$ cat src/rtl/rd_fwft_ctrl.sv
// rd_fwft_ctrl: async FIFO read-side controller with Gray pointer compare, fill level and FWFT output stage
module rd_fwft_ctrl #(
    parameter int ADDR_WIDTH = 4,
    parameter int DATA_WIDTH = 32,
    parameter int AE_THRESH  = 2
) (
    input  logic                  i_rclk,
    input  logic                  i_rrst_n,
    input  logic [ADDR_WIDTH:0]   i_rq2_wptr,
    input  logic [DATA_WIDTH-1:0] i_rdata_mem,
    output logic [ADDR_WIDTH:0]   o_rptr,
    output logic [ADDR_WIDTH-1:0] o_raddr,
    output logic                  o_rempty,
    output logic [ADDR_WIDTH:0]   o_rlevel,
    output logic                  o_almost_empty,
    output logic [DATA_WIDTH-1:0] o_dout,
    output logic                  o_dout_valid,
    input  logic                  i_dout_ready,
    output logic                  o_ptr_err
);
    localparam int PW = ADDR_WIDTH + 1;
    localparam logic [PW-1:0] DEPTH_P = PW'(2 ** ADDR_WIDTH);
    localparam logic [PW-1:0] AE_P    = PW'(AE_THRESH);

    typedef enum logic {HOLD_EMPTY, HOLD_FULL} state_t;

    state_t              r_state;
    state_t              w_state_next;
    logic [PW-1:0]       r_rbin;
    logic [PW-1:0]       r_rptr;
    logic                r_rempty;
    logic [PW-1:0]       r_rlevel;
    logic                r_almost_empty;
    logic [DATA_WIDTH-1:0] r_dout;
    logic                r_ptr_err;
    logic                w_fetch;
    logic [PW-1:0]       w_rbin_next;
    logic [PW-1:0]       w_rgray_next;
    logic [PW-1:0]       w_wbin;
    logic [PW-1:0]       w_diff;
    logic                w_over;

    assign o_dout_valid   = (r_state == HOLD_FULL);
    assign w_fetch        = ~r_rempty & (~o_dout_valid | i_dout_ready);
    assign w_rbin_next    = r_rbin + PW'(w_fetch);
    assign w_rgray_next   = (w_rbin_next >> 1) ^ w_rbin_next;
    assign w_diff         = w_wbin - w_rbin_next;
    assign w_over         = w_diff > DEPTH_P;
    assign o_rptr         = r_rptr;
    assign o_raddr        = r_rbin[ADDR_WIDTH-1:0];
    assign o_rempty       = r_rempty;
    assign o_rlevel       = r_rlevel;
    assign o_almost_empty = r_almost_empty;
    assign o_dout         = r_dout;
    assign o_ptr_err      = r_ptr_err;

    // Gray-to-binary of the synchronised write pointer: each bit is the XOR of itself and all higher bits
    always_comb begin
        w_wbin = '0;
        for (int i = 0; i < PW; i++) w_wbin[i] = ^(i_rq2_wptr >> i);
    end

    // Output slot: a fetch always (re)fills it; otherwise an accepted word empties it
    always_comb begin
        w_state_next = w_fetch ? HOLD_FULL : (i_dout_ready ? HOLD_EMPTY : r_state);
    end

    // Pointers, flags, level and output register
    always_ff @(posedge i_rclk or negedge i_rrst_n) begin
        if (!i_rrst_n) begin
            r_state        <= HOLD_EMPTY;
            r_rbin         <= '0;
            r_rptr         <= '0;
            r_rempty       <= 1'b1;
            r_rlevel       <= '0;
            r_almost_empty <= 1'b1;
            r_dout         <= '0;
            r_ptr_err      <= 1'b0;
        end else begin
            r_state        <= w_state_next;
            r_rbin         <= w_rbin_next;
            r_rptr         <= w_rgray_next;
            r_rempty       <= (w_rgray_next == i_rq2_wptr);
            r_rlevel       <= w_over ? DEPTH_P : w_diff;
            r_almost_empty <= (w_diff <= AE_P);
            r_ptr_err      <= r_ptr_err | w_over;
            if (w_fetch) r_dout <= i_rdata_mem;
        end
    end
endmodule

$ cat config.mk
export PLATFORM = sky130hd
export DESIGN_NAME = rd_fwft_ctrl
export DESIGN_NICKNAME = d
export VERILOG_FILES = /design/src/rtl/rd_fwft_ctrl.sv
export SDC_FILE = /design/constraint.sdc
export NUM_CORES = 1
export LEC_CHECK = 0
export BUFFER_PORTS_ARGS = -buffer_cell sky130_fd_sc_hd__buf_2
export CAP_MARGIN = 20
export CORE_AREA = 2 2 77 64
export CTS_CLUSTER_SIZE = 16
export DETAILED_ROUTE_END_ITERATION = 12
export DIE_AREA = 0 0 79 66
export PLACE_DENSITY_LB_ADDON = 0.05
export SLEW_MARGIN = 0
export SYNTH_ARGS = -nofsm -noshare
export SYNTH_HDL_FRONTEND = slang
export SYNTH_SLANG_ARGS = --single-unit
$ cat constraint.sdc
create_clock -name i_rclk -period 6 [get_ports i_rclk]
set_input_delay 0.3 -clock i_rclk [delete_from_list [all_inputs] [get_ports i_rclk]]
set_output_delay 0.3 -clock i_rclk [all_outputs]
set_load 0.005 [all_outputs]
Word level (Yosys, flattened, before mapping)
Index checks and enable logic that the tools add are counted.
W data, S select, Z words.

operators by class
  add/subtract/negate cells = 2
  multiply operators = 0
  div/mod/pow operators = 0
  magnitude comparators = 2
  eq/ne operators = 1
  shift operators = 0
  mux-type cells = 3
  bitwise operators = 6
  reductions and logical operators = 6

operators by type and width
  cell                  number
  $reduce_xor A5 Y1     5
  $add A5 B1 Y5         1
  $eq A5 B5 Y1          1
  $gt A5 B5 Y1 const B  1
  $le A5 B2 Y1 const B  1
  $mux W5               1
  $sub A5 B5 Y5         1
  $xor A4 B5 Y5         1
  $mux W1               2
  $not A1 Y1            2
  $or A1 B1 Y1          2
  $reduce_bool A2 Y1    1
  $and A1 B1 Y1         1

storage, ports and cells
  flip-flop bits (word level) = 51
  latch bits = 0
  RAM bits = 0
  ROM bits = 0
  input bits = 40
  output and inout bits = 50
  memories kept = 0

Depth between registers and ports, before layout
Gate-level depths: netlist of the first run.

  depth in word-level cells = 7
  depth in mapped cells = 12
  mapped depth without buffers = 11

Worst setup path before layout of the first run
No wires, ideal clock.

  path type = register -> register
  start = register r_state (netlist: o_dout_valid)
  end = register r_rlevel[2] (netlist: o_rlevel[2])
  library setup time = 136 ps
  arrival time = 3085 ps
  data required time = 5864 ps
  slack = 2779 ps
  cell stages (with the launch flop) = 12
  buffers on the path = 1
  cell sequence = dfrtp_1 a21oi_1 clkbuf_1 ha_1 ha_1 xnor2_4 ha_1 a21oi_1 a2111oi_0 a211oi_2 a2bb2oi_1 a21oi_1

on the way
  word-level cells in the longest chain between the ends = 7

ends and longest elaborated chain
  what                    line  source
  from (decl)             27    state_t r_state;
  from (signal assigned)  80    r_state <= w_state_next;
  $not A1 Y1 *            44    assign w_fetch = ~r_rempty & (~o_dout_valid | i_dout_ready);
  $or A1 B1 Y1 *          44
  $and A1 B1 Y1 *         44
  net w_fetch             36    logic w_fetch;
  $add A5 B1 Y5 *         45    assign w_rbin_next = r_rbin + PW'(w_fetch);
  $sub A5 B5 Y5 *         47    assign w_diff = w_wbin - w_rbin_next;
  $gt A5 B5 Y1            48    assign w_over = w_diff > DEPTH_P;
  $mux W5 *               84    r_rlevel <= w_over ? DEPTH_P : w_diff;
  to (signal assigned)    84
  to (decl)               32    logic [PW-1:0] r_rlevel;

The timed path passes the listed nets; every way through them passes the cells marked *.
A chain may end at the register's enable or synchronous reset.

Worst setup path after layout of the first run
  start = register r_rempty (netlist: o_rempty)
  end = register r_rlevel[3] (netlist: o_rlevel[3])

on the way
  word-level cells in the longest chain between the ends = 6

ends and longest elaborated chain
  what                    line  source
  from (decl)             31    logic r_rempty;
  from (signal assigned)  83    r_rempty <= (w_rgray_next == i_rq2_wptr);
  $not A1 Y1 *            44
  $and A1 B1 Y1 *         44
  $add A5 B1 Y5 *         45
  $sub A5 B5 Y5 *         47
  $gt A5 B5 Y1            48
  $mux W5 *               84

Every way passes the cells marked *; elsewhere a longest branch is shown, timed or not.

==> qor.yml, run 1 <==
setup_path:
  r2r-end: "o_rlevel[3]"
  crit_start: "o_rempty"
  cp-end-kind: "flop"
  worstSetupPathType: "reg -> reg"
  critical_path_required_ns: 6.17
  reg2reg_from: "o_rempty"
  crit_arrival_ns: 3.51
  r2r_setup_slack_ns: 2.66
  cp-start-kind: "flop"
  crit_fanout: 34
  worst_r2r_path_depth: 11
sta:
  worstMarginPinSlew_ns: 0.536
  period_needed_ns: 3.34
  finalHoldViolCount: 0
  drv_slew: 0
  post-route-period-util_pct: 55.6
  setup_viol: 0
  fmax_mhz: 300
  slew_headroom_pct: 63.3
  finalClockSkew_ns: 0.00322
  setup_tns_ns: 0
  rsz0062_at_grt: "false"
  holdWs_ns: 0.218
clocking:
  clkTransAtPathRegs_ns: 0.09
  cts_repair_resize_count: 0
  clock_path_buffers: 2
  cts_tree: "built"
  cts_made_buffers: 5
  insertion_delay_ns: 0.30
  clkSinkCount: 50
  clockRootBuffer: "clkbuf_8"
  htreeDepth: 2
synthesis:
  ys_async_sr_fraction_pct: 100
  synth_common_cells: "48 x dfrtp_1, 32 x mux2_2, 9 x xnor2_1, 8 x xor2_1"
  yosys_warnings: 0
  synth-edff-count: 0
  synth.top_cells.by_area: "dfrtp_1 54%, mux2_2 16%, ha_1 4.0%"
  synth_top_area_share_pct: 54.4
  postSynthCellCount: 153
  synth_ff_type: "dfrtp_1"
  synth_top_area_cell: "dfrtp_1"
  syn_area_per_cell_sq_um: 14.4
  synth.most_common_cell: "dfrtp_1"
  seq_area_frac_synth_pct: 56.8
  synth_seq_cells: 50
  yosysUniqueCellTypes: 31
  syn_nets: 201
  netlist_area_sq_mm: 0.00221
detailed_routing:
  drt_first_pass_iters: 4
  drtAntennaViolNets: 0
  vias_per_cell: 4.69
  remaining_drc_errors: 0
  dr_total_vias: 1454
  wl_per_cell_um: 12.9
  drtIter0Drc: 49
  finalWirelength_um: 3990
pwr:
  power_density_mw_per_mm2: 587
  p_leak_nw: 1.40
  peakVddDrop_uv: 250
placement:
  portBuffers: 89
  dp_hpwl_um: 2950
  gp_congestion: 0.757
floorplanning:
  die_h_um: 66
  dieArea_sq_mm: 0.00521
  chipWidth_um: 79
  core-area_sq_mm: 0.00446
  initial_core_util_pct: 49.5
  rows: 22
  ios: 90
cells_and_area:
  insertedDiodeCount: 0
  final_net_count: 297
  area_growth_pct: 30.2
  drive_gt1_share_pct: 56.8
grt:
  grt_pass1_wl_um: 6520
  grt_pass1_vias: 1384
  antenna_found_initial: 0
  overflow: 0
  grt_max_degree: 51
  grt_use_total_pct: 16.4
hold_path:
  hold_path_end: "o_dout_valid"
  worstHoldPathCells: 2
  min_from: "i_dout_ready"
  worstHoldPathType: "in -> reg"
run:
  maxCapViolations: 0
run_status:
  status: "completed"
worst max-delay path by stage:
stage               cells past startpoint          end
global route                           11  o_rlevel[2]
global placement                       11  o_rlevel[3]
finish                                 11  o_rlevel[3]
floorplan                              11  o_rlevel[2]
detailed placement                     11  o_rlevel[3]
CTS                                    11  o_rlevel[3]
what timing repair did:
action	CTS	global route
hold buffers	0	1
setup buffers	0	0
hold endpoints to repair	0	15
cell families after synthesis:
family	after synthesis	share of synthesized area [%]
flops	50	56.8
xor+xnor	21	11.1
compound gates	16	5.44
buf+inv	11	1.87
simple gates	14	3.17
mux	33	16.8
fa+ha+maj	8	4.87
flip-flops by register name (all words and copies together), names as in the netlist:
register,count
o_dout,32
o_rlevel,5
r_rbin,5
o_rptr,4
o_almost_empty,1
o_dout_valid,1
o_ptr_err,1
o_rempty,1
area by class of cell:
type,instances,area (sq um)
fill,381,1580
sequential,50,1250
inverter,8,30.0
multi-input combinational,92,925
timing repair buffer,92,483
clock buffer,5,68.8
tap,60,75.1
clock inverter,3,40.0
metal layers:
metal	wire length, um	vias up	track usage (%)
li1	-	721	-
met2	1750	54	23.9
met1	1870	672	23.2
met3	308	7	4.78
met4	59	0	6.47
met5	0	-	0
cells in the final DEF, fill, tap and decap left out, drive strengths merged, types with 3 or more instances in the layout:
cell type and instances:
clkbuf 5, a21oi 6, o21ai 3, xnor2 11, xor2 9, ha 7, nand3 4, dfrtp 48
nor2 4, inv 8, buf 91, mux2 32
power breakdown:
part | internal (mW) | leakage, nW | switching (mW)
Sequential | 0.496 | 0.580 | 0.0747
Combinational | 0.445 | 0.766 | 0.444
Clock | 0.123 | 0.0579 | 0.106
Total | 1.06 | 1.40 | 0.624
per-stage QoR:
step                      setup WS, ns  utilization [%]  area [sq um]  power [mW]  instances
final                             2.66             64.5          2880        1.69        310
after global routing              2.43             64.5          2880        1.84        310
after CTS                         2.68             63.8          2850        1.71        308
after detailed placement          2.71             61.4          2740        1.47        300
after global placement            2.75             61.4          2740        1.47        300
after floorplan                   2.78                -          2210        1.20        153
worst max-delay path, stage by stage, from the launching register on:
cell       delay [ns]
dfstp_2          0.57
a21oi_4          0.03
buf_4            0.26
ha_1             0.24
ha_1             0.25
xnor2_4          0.32
ha_1             0.30
a21oi_1          0.32
a2111oi_0        0.20
a211oi_2         0.31
a2bb2oi_1        0.30
a21oi_1          0.11
No activity file was read; power rests on OpenSTA's default activity.
==> run 2, diff against run 1 <==
--- a/config.mk
+++ b/config.mk
@@ -7,10 +7,10 @@
 export LEC_CHECK = 0
 export BUFFER_PORTS_ARGS = -buffer_cell sky130_fd_sc_hd__buf_2
 export CAP_MARGIN = 20
-export CORE_AREA = 2 2 77 64
+export CORE_AREA = 2 2 79 66
 export CTS_CLUSTER_SIZE = 16
 export DETAILED_ROUTE_END_ITERATION = 12
-export DIE_AREA = 0 0 79 66
+export DIE_AREA = 0 0 81 68
 export PLACE_DENSITY_LB_ADDON = 0.05
 export SLEW_MARGIN = 0
 export SYNTH_ARGS = -nofsm -noshare
==> constraint.sdc (replaced) <==
create_clock -name i_rclk -period 3.2 [get_ports i_rclk]
set_input_delay 0.16 -clock i_rclk [delete_from_list [all_inputs] [get_ports i_rclk]]
set_output_delay 0.16 -clock i_rclk [all_outputs]
set_load 0.005 [all_outputs]
==> run 2 against run 1 <==
Compared with the run above: clock power rose by 54%; clock skew barely moved; first-iteration DRC count rose by 59%.
==> qor.yml, run 2 (synthesis results as in run 1) <==
grt:
  grt_pass1_wl_um: 6430  # -1.4%
  grt_max_degree: 33  # -35%
  overflow: 0  # unchanged
  grt_use_total_pct: 15.8  # -0.66 points
  grt_pass1_vias: 1347  # -2.7%
  antenna_found_initial: 0  # unchanged
floorplanning:
  chipWidth_um: 81  # +2.5%
  rows: 23  # +4.5%
  die_h_um: 68  # +3.0%
  initial_core_util_pct: 46.2  # -3.3 points
  ios: 90  # unchanged
  dieArea_sq_mm: 0.00551  # +5.6%
  core-area_sq_mm: 0.00478  # +7.1%
detailed_routing:
  drtIter0Drc: 78  # +59%
  drt_first_pass_iters: 2  # -2
  dr_total_vias: 1491  # +2.5%
  remaining_drc_errors: 0  # unchanged
  drtAntennaViolNets: 0  # unchanged
  wl_per_cell_um: 13.4  # +4.4%
  finalWirelength_um: 4230  # +6.1%
  vias_per_cell: 4.73  # +0.92%
sta:
  fmax_mhz: 348  # +16%
  rsz0062_at_grt: "false"
  finalClockSkew_ns: 0.00322  # -0.00000327 ns
  drv_slew: 0  # unchanged
  slew_headroom_pct: 65.1  # +1.8 points
  setup_tns_ns: 0  # unchanged
  setup_viol: 0  # unchanged
  worstMarginPinSlew_ns: 0.511  # -0.0256 ns
  finalHoldViolCount: 0  # unchanged
  post-route-period-util_pct: 89.8  # +34 points
  final.setup.worst_slack_ns: 0.325  # -2.34 ns
  period_needed_ns: 2.87  # -0.463 ns
  holdWs_ns: 0.0625  # -0.156 ns
clocking:
  cts_tree: "built"
  clockRootBuffer: "clkbuf_8"
  htreeDepth: 2  # unchanged
  clock_path_buffers: 2  # unchanged
  insertion_delay_ns: 0.29  # about the same
  postCtsSetupRepairBufs: 0  # unchanged
  clkTransAtPathRegs_ns: 0.09  # about the same
  cts_made_buffers: 5  # unchanged
  clkSinkCount: 50  # unchanged
run_status:
  status: "completed"
cells_and_area:
  area_growth_pct: 30.3  # about the same
  insertedDiodeCount: 0  # unchanged
  drive_gt1_share_pct: 56.9  # +0.12 points
  multiInputGateArea_sq_um: 925  # unchanged
  seq_area_sq_mm: 0.00125  # unchanged
  mostFrequentLayoutCell: "buf_2"
  fill_cells: 414  # +8.7%
  design_area_sq_mm: 0.00288  # about the same
  fin_util_pct: 60.2  # -4.2 points
  largest_reg_flops: 32  # unchanged
  final_net_count: 300  # +1.0%
  mostFrequentLayoutCells: "89 x buf_2, 48 x dfrtp_1, 32 x mux2_2, 9 x xnor2_1, 8 x xor2_1"
  final_cells: 315  # +1.6%
setup_path:
  cp-start-kind: "flop"
  r2r_setup_slack_ns: 0.33  # -2.34 ns
  cp-end-kind: "flop"
  r2r-end: "o_rlevel[2]"
  critical_path_required_ns: 3.37  # -2.80 ns
  crit_fanout: 5  # -85%
  worst_r2r_path_depth: 10  # -1
  worstSetupPathType: "reg -> reg"
  crit_arrival_ns: 3.04  # -0.47 ns
  reg2reg_from: "o_rempty"
pwr:
  power_mw: 3.13  # +86%
  p_leak_nw: 1.41  # +0.12%
  power_density_mw_per_mm2: 1090  # +86%
  peakVddDrop_uv: 720  # +190%
hold_path:
  worstHoldPathCells: 2  # unchanged
  worstHoldPathType: "in -> reg"
  min_from: "i_dout_ready"
  hold_path_end: "o_dout_valid"
run:
  maxCapViolations: 0  # unchanged
placement:
  gp_congestion: 0.841  # +11%
  place_area_sq_mm: 0.00278  # +1.6%
  place_ws_ns: 0.158  # -2.55 ns
  post-place-cells: 306  # +2.0%
  portBuffers: 89  # unchanged
  dp_hpwl_um: 3350  # +14%
run 2: changes by cell type in the layout (fill, tap and decap cells not counted):
cell | previous run | this run
clkbuf_1 | 0 | 1
bufinv_16 | 1 | 0
clkinv_4 | 0 | 1
clkinv_2 | 2 | 1
buf_4 | 1 | 4
run 2: layout make-up:
cell class | instances | area share, %
inverters | 8 | 1.04
clock inverters | 2 | 0.478
flip-flops and latches | 50 | 43.6
well taps | 62 | 2.70
multi-input cells | 92 | 32.1
repair buffers | 95 | 17.6
clock buffers | 6 | 2.52
run 2: worst max path at each step:
stage | from | to | slack (ns) | cells after the start
after floorplan | o_dout_valid | o_rlevel[2] | 0.12 | 11
after global placement | i_rq2_wptr[4] | o_ptr_err | 0.26 | 10
after detailed placement | i_rq2_wptr[4] | o_ptr_err | 0.16 | 10
after CTS | o_rempty | o_rlevel[2] | 0.32 | 10
after global routing | o_rempty | o_rlevel[2] | 0.13 | 10
final | o_rempty | o_rlevel[2] | 0.33 | 10
run 2: metal layers:
metal / wire length, um / up-vias / share of wire, % / GRT usage (%)
li1: - / 724 / - / -
met3: 278 / 5 / 6.6 / 4.09
met5: 0 / - / 0 / 0
met2: 1990 / 49 / 47 / 24.5
met1: 1920 / 713 / 45 / 21.5
met4: 40 / 0 / 0.95 / 5.72
run 2: power by group:
group          switching (mW)  internal, mW  total, mW
clock network           0.196         0.154      0.350
logic                   0.850         0.865       1.71
registers               0.139         0.931       1.07
total                    1.18          1.95       3.13
run 2: critical path, cell delays in order, from the launching register on:
cell	delay [ns]
dfstp_2	0.57
a21oi_4	0.05
ha_1	0.18
ha_1	0.26
xnor2_4	0.17
ha_1	0.31
a21oi_1	0.32
a2111oi_0	0.20
a211oi_2	0.29
a2bb2oi_1	0.29
a21oi_1	0.10
run 2: what timing repair did:
action,4_1_cts,5_1_grt
resized for setup,0,0
endpoints found under the hold margin,21,0
hold buffers,1,0
==> run 3, diff against run 2 <==
==> constraint.sdc (replaced) <==
create_clock -name i_rclk -period 2.7 [get_ports i_rclk]
set_input_delay 0.135 -clock i_rclk [delete_from_list [all_inputs] [get_ports i_rclk]]
set_output_delay 0.135 -clock i_rclk [all_outputs]
set_load 0.005 [all_outputs]
==> run 3 against run 2 <==
Compared with the run above: fmax up 12%; sequential power up 20%; routed wire length up 4.6%; clock power up 26%; design area up 4.7%; critical path type unchanged.
==> qor.yml, run 3 (synthesis results as in run 1) <==
run_status:
  status: "completed"
sta:
  drv_slew: 0  # unchanged
  final.setup.worst_slack_ns: 0.127  # -0.198 ns
  finalHoldViolCount: 0  # unchanged
  fmax_mhz: 389  # +12%
  slew_headroom_pct: 57.2  # -7.8 points
  rsz0062_at_grt: "true"
  period_needed_ns: 2.57  # -0.302 ns
  holdWs_ns: 0.0326  # -0.0299 ns
  setup_viol: 0  # unchanged
  post-route-period-util_pct: 95.3  # +5.4 points
  finalClockSkew_ns: 0.00475  # +0.00153 ns
  setup_tns_ns: 0  # unchanged
  worstMarginPinSlew_ns: 0.641  # +0.131 ns
cells_and_area:
  insertedDiodeCount: 0  # unchanged
  mostFrequentLayoutCell: "buf_2"
  area_growth_pct: 36.5
  fin_util_pct: 63.1  # +2.9 points
  design_area_sq_mm: 0.00301  # +4.7%
  mostFrequentLayoutCells: "89 x buf_2, 48 x dfrtp_1, 32 x mux2_2, 10 x buf_4, 8 x xnor2_1"
  final_net_count: 305  # +1.7%
  largest_reg_flops: 32  # unchanged
  final_cells: 320  # +1.6%
  drive_gt1_share_pct: 62.8  # +5.9 points
pwr:
  p_leak_nw: 1.44  # +2.1%
  p_clk_share_pct: 10.8  # -0.4 points
  sequentialPowerShare_pct: 31.4  # -2.7 points
  pwr-share-comb_pct: 57.8  # +3.1 points
  power_density_mw_per_mm2: 1350  # +24%
  switching_share_pct: 38.7  # +0.94 points
  power.internal_mw: 2.49  # +28%
  power_mw: 4.07  # +30%
  p_sw_mw: 1.58  # +33%
  peakVddDrop_uv: 1030  # +43%
setup_path:
  crit_path_cell_trace: "a21oi_4 > ha_2 > ha_4 > xnor2_4 > ha_4 > a21o_1 > o2111a_1 > a211oi_2 > a2bb2oi_2 > a21oi_1"
  cp_slowest_cell: "dfstp_2"
  critical_path_required_ns: 2.87  # -0.50 ns
  cp-end-kind: "flop"
  crit_arrival_ns: 2.74  # -0.30 ns
  crit_fanout: 3  # -2
  worstSetupPathType: "reg -> reg"
  cp-start-kind: "flop"
  cpPeakStageDelay_ns: 0.57  # about the same
  critPathMostFrequentCell: "ha_4"
clocking:
  cts_tree: "built"
  clkSinkCount: 50  # unchanged
  clkTransAtPathRegs_ns: 0.08  # about the same
  clock_path_buffers: 2  # unchanged
  postCtsSetupRepairBufs: 0  # unchanged
  insertion_delay_ns: 0.29  # about the same
  cts_made_buffers: 5  # unchanged
  clockRootBuffer: "clkbuf_8"
  htreeDepth: 2  # unchanged
placement:
  portBuffers: 89  # unchanged
  place_area_sq_mm: 0.00286  # +2.7%
  gp_congestion: 0.842  # about the same
  place_ws_ns: -0.0592  # -0.217 ns
  post-place-cells: 311  # +1.6%
  dp_hpwl_um: 3370  # +0.77%
floorplanning:
  core-area_sq_mm: 0.00478  # unchanged
  initial_core_util_pct: 46.2  # unchanged
  rows: 23  # unchanged
  chipWidth_um: 81  # unchanged
  dieArea_sq_mm: 0.00551  # unchanged
  ios: 90  # unchanged
  die_h_um: 68  # unchanged
detailed_routing:
  wl_per_cell_um: 13.8  # +3.0%
  dr_total_vias: 1517  # +1.7%
  drtIter0Drc: 31  # -60%
  vias_per_cell: 4.74  # +0.15%
  remaining_drc_errors: 0  # unchanged
  finalWirelength_um: 4430  # +4.6%
  drtAntennaViolNets: 0  # unchanged
  drt_first_pass_iters: 4  # +2
grt:
  antenna_found_initial: 0  # unchanged
  grt_pass1_vias: 1419  # +5.3%
  overflow: 0  # unchanged
  grt_pass1_wl_um: 6830  # +6.2%
  grt_max_degree: 33  # unchanged
  grt_use_total_pct: 16.8  # +1.1 points
hold_path:
  worstHoldPathType: "in -> reg"
run:
  maxCapViolations: 0  # unchanged
## run 3: timing repair
item                                    in CTS  in global routing
endpoints found under the hold margin       27                  0
hold buffers                                 1                  0
endpoints found under the setup margin       0                  4
gates resized for setup                      0                  8
## run 3: area by class of cell
type	instances	area [sq um]
sequential	50	1250
inverter	8	30.0
timing repair buffer	100	531
multi-input combinational	92	1030
clock buffer	6	82.6
clock inverter	2	12.5
fill	411	1760
tap	62	77.6
## run 3: power by group through the flow
stage | Sequential (mW) | Clock [mW] | Combinational, mW
floorplan | 1.33 | 0 | 1.46
global placement | 1.28 | 0 | 2.23
detailed placement | 1.29 | 0 | 2.23
CTS | 1.28 | 0.459 | 2.25
global route | 1.33 | 0.483 | 2.59
finish | 1.28 | 0.440 | 2.35
## run 3: worst paths after layout
check	end	slack, ns	start	cells past startpoint
worst max-delay path	o_rlevel[2]	0.13	o_rempty	10
worst min-delay path	o_dout_valid	0.03	i_dout_ready	2
worst max register to register	o_rlevel[2]	0.13	o_rempty	10
worst min register to register	o_ptr_err	0.47	o_ptr_err	1
max in group asynchronous	o_rempty	1.60	i_rrst_n	3
min in group asynchronous	o_dout[7]	0.41	i_rrst_n	2
## run 3: worst max-delay path: cells and delay by family, from the launching register on
| kind | cells | cell delay (ns) |
|---|---|---|
| compound gates | 6 | 1.09 |
| xor+xnor | 1 | 0.19 |
| flops | 1 | 0.57 |
| fa+ha+maj | 3 | 0.61 |
## run 3: routing by layer
layer	track usage, %	vias to the layer above	part of all wire [%]
li1	-	735	-
met1	22.6	727	47
met2	27.1	50	46
met3	3.69	5	6.6
met4	6.36	0	1.2
met5	0	-	0
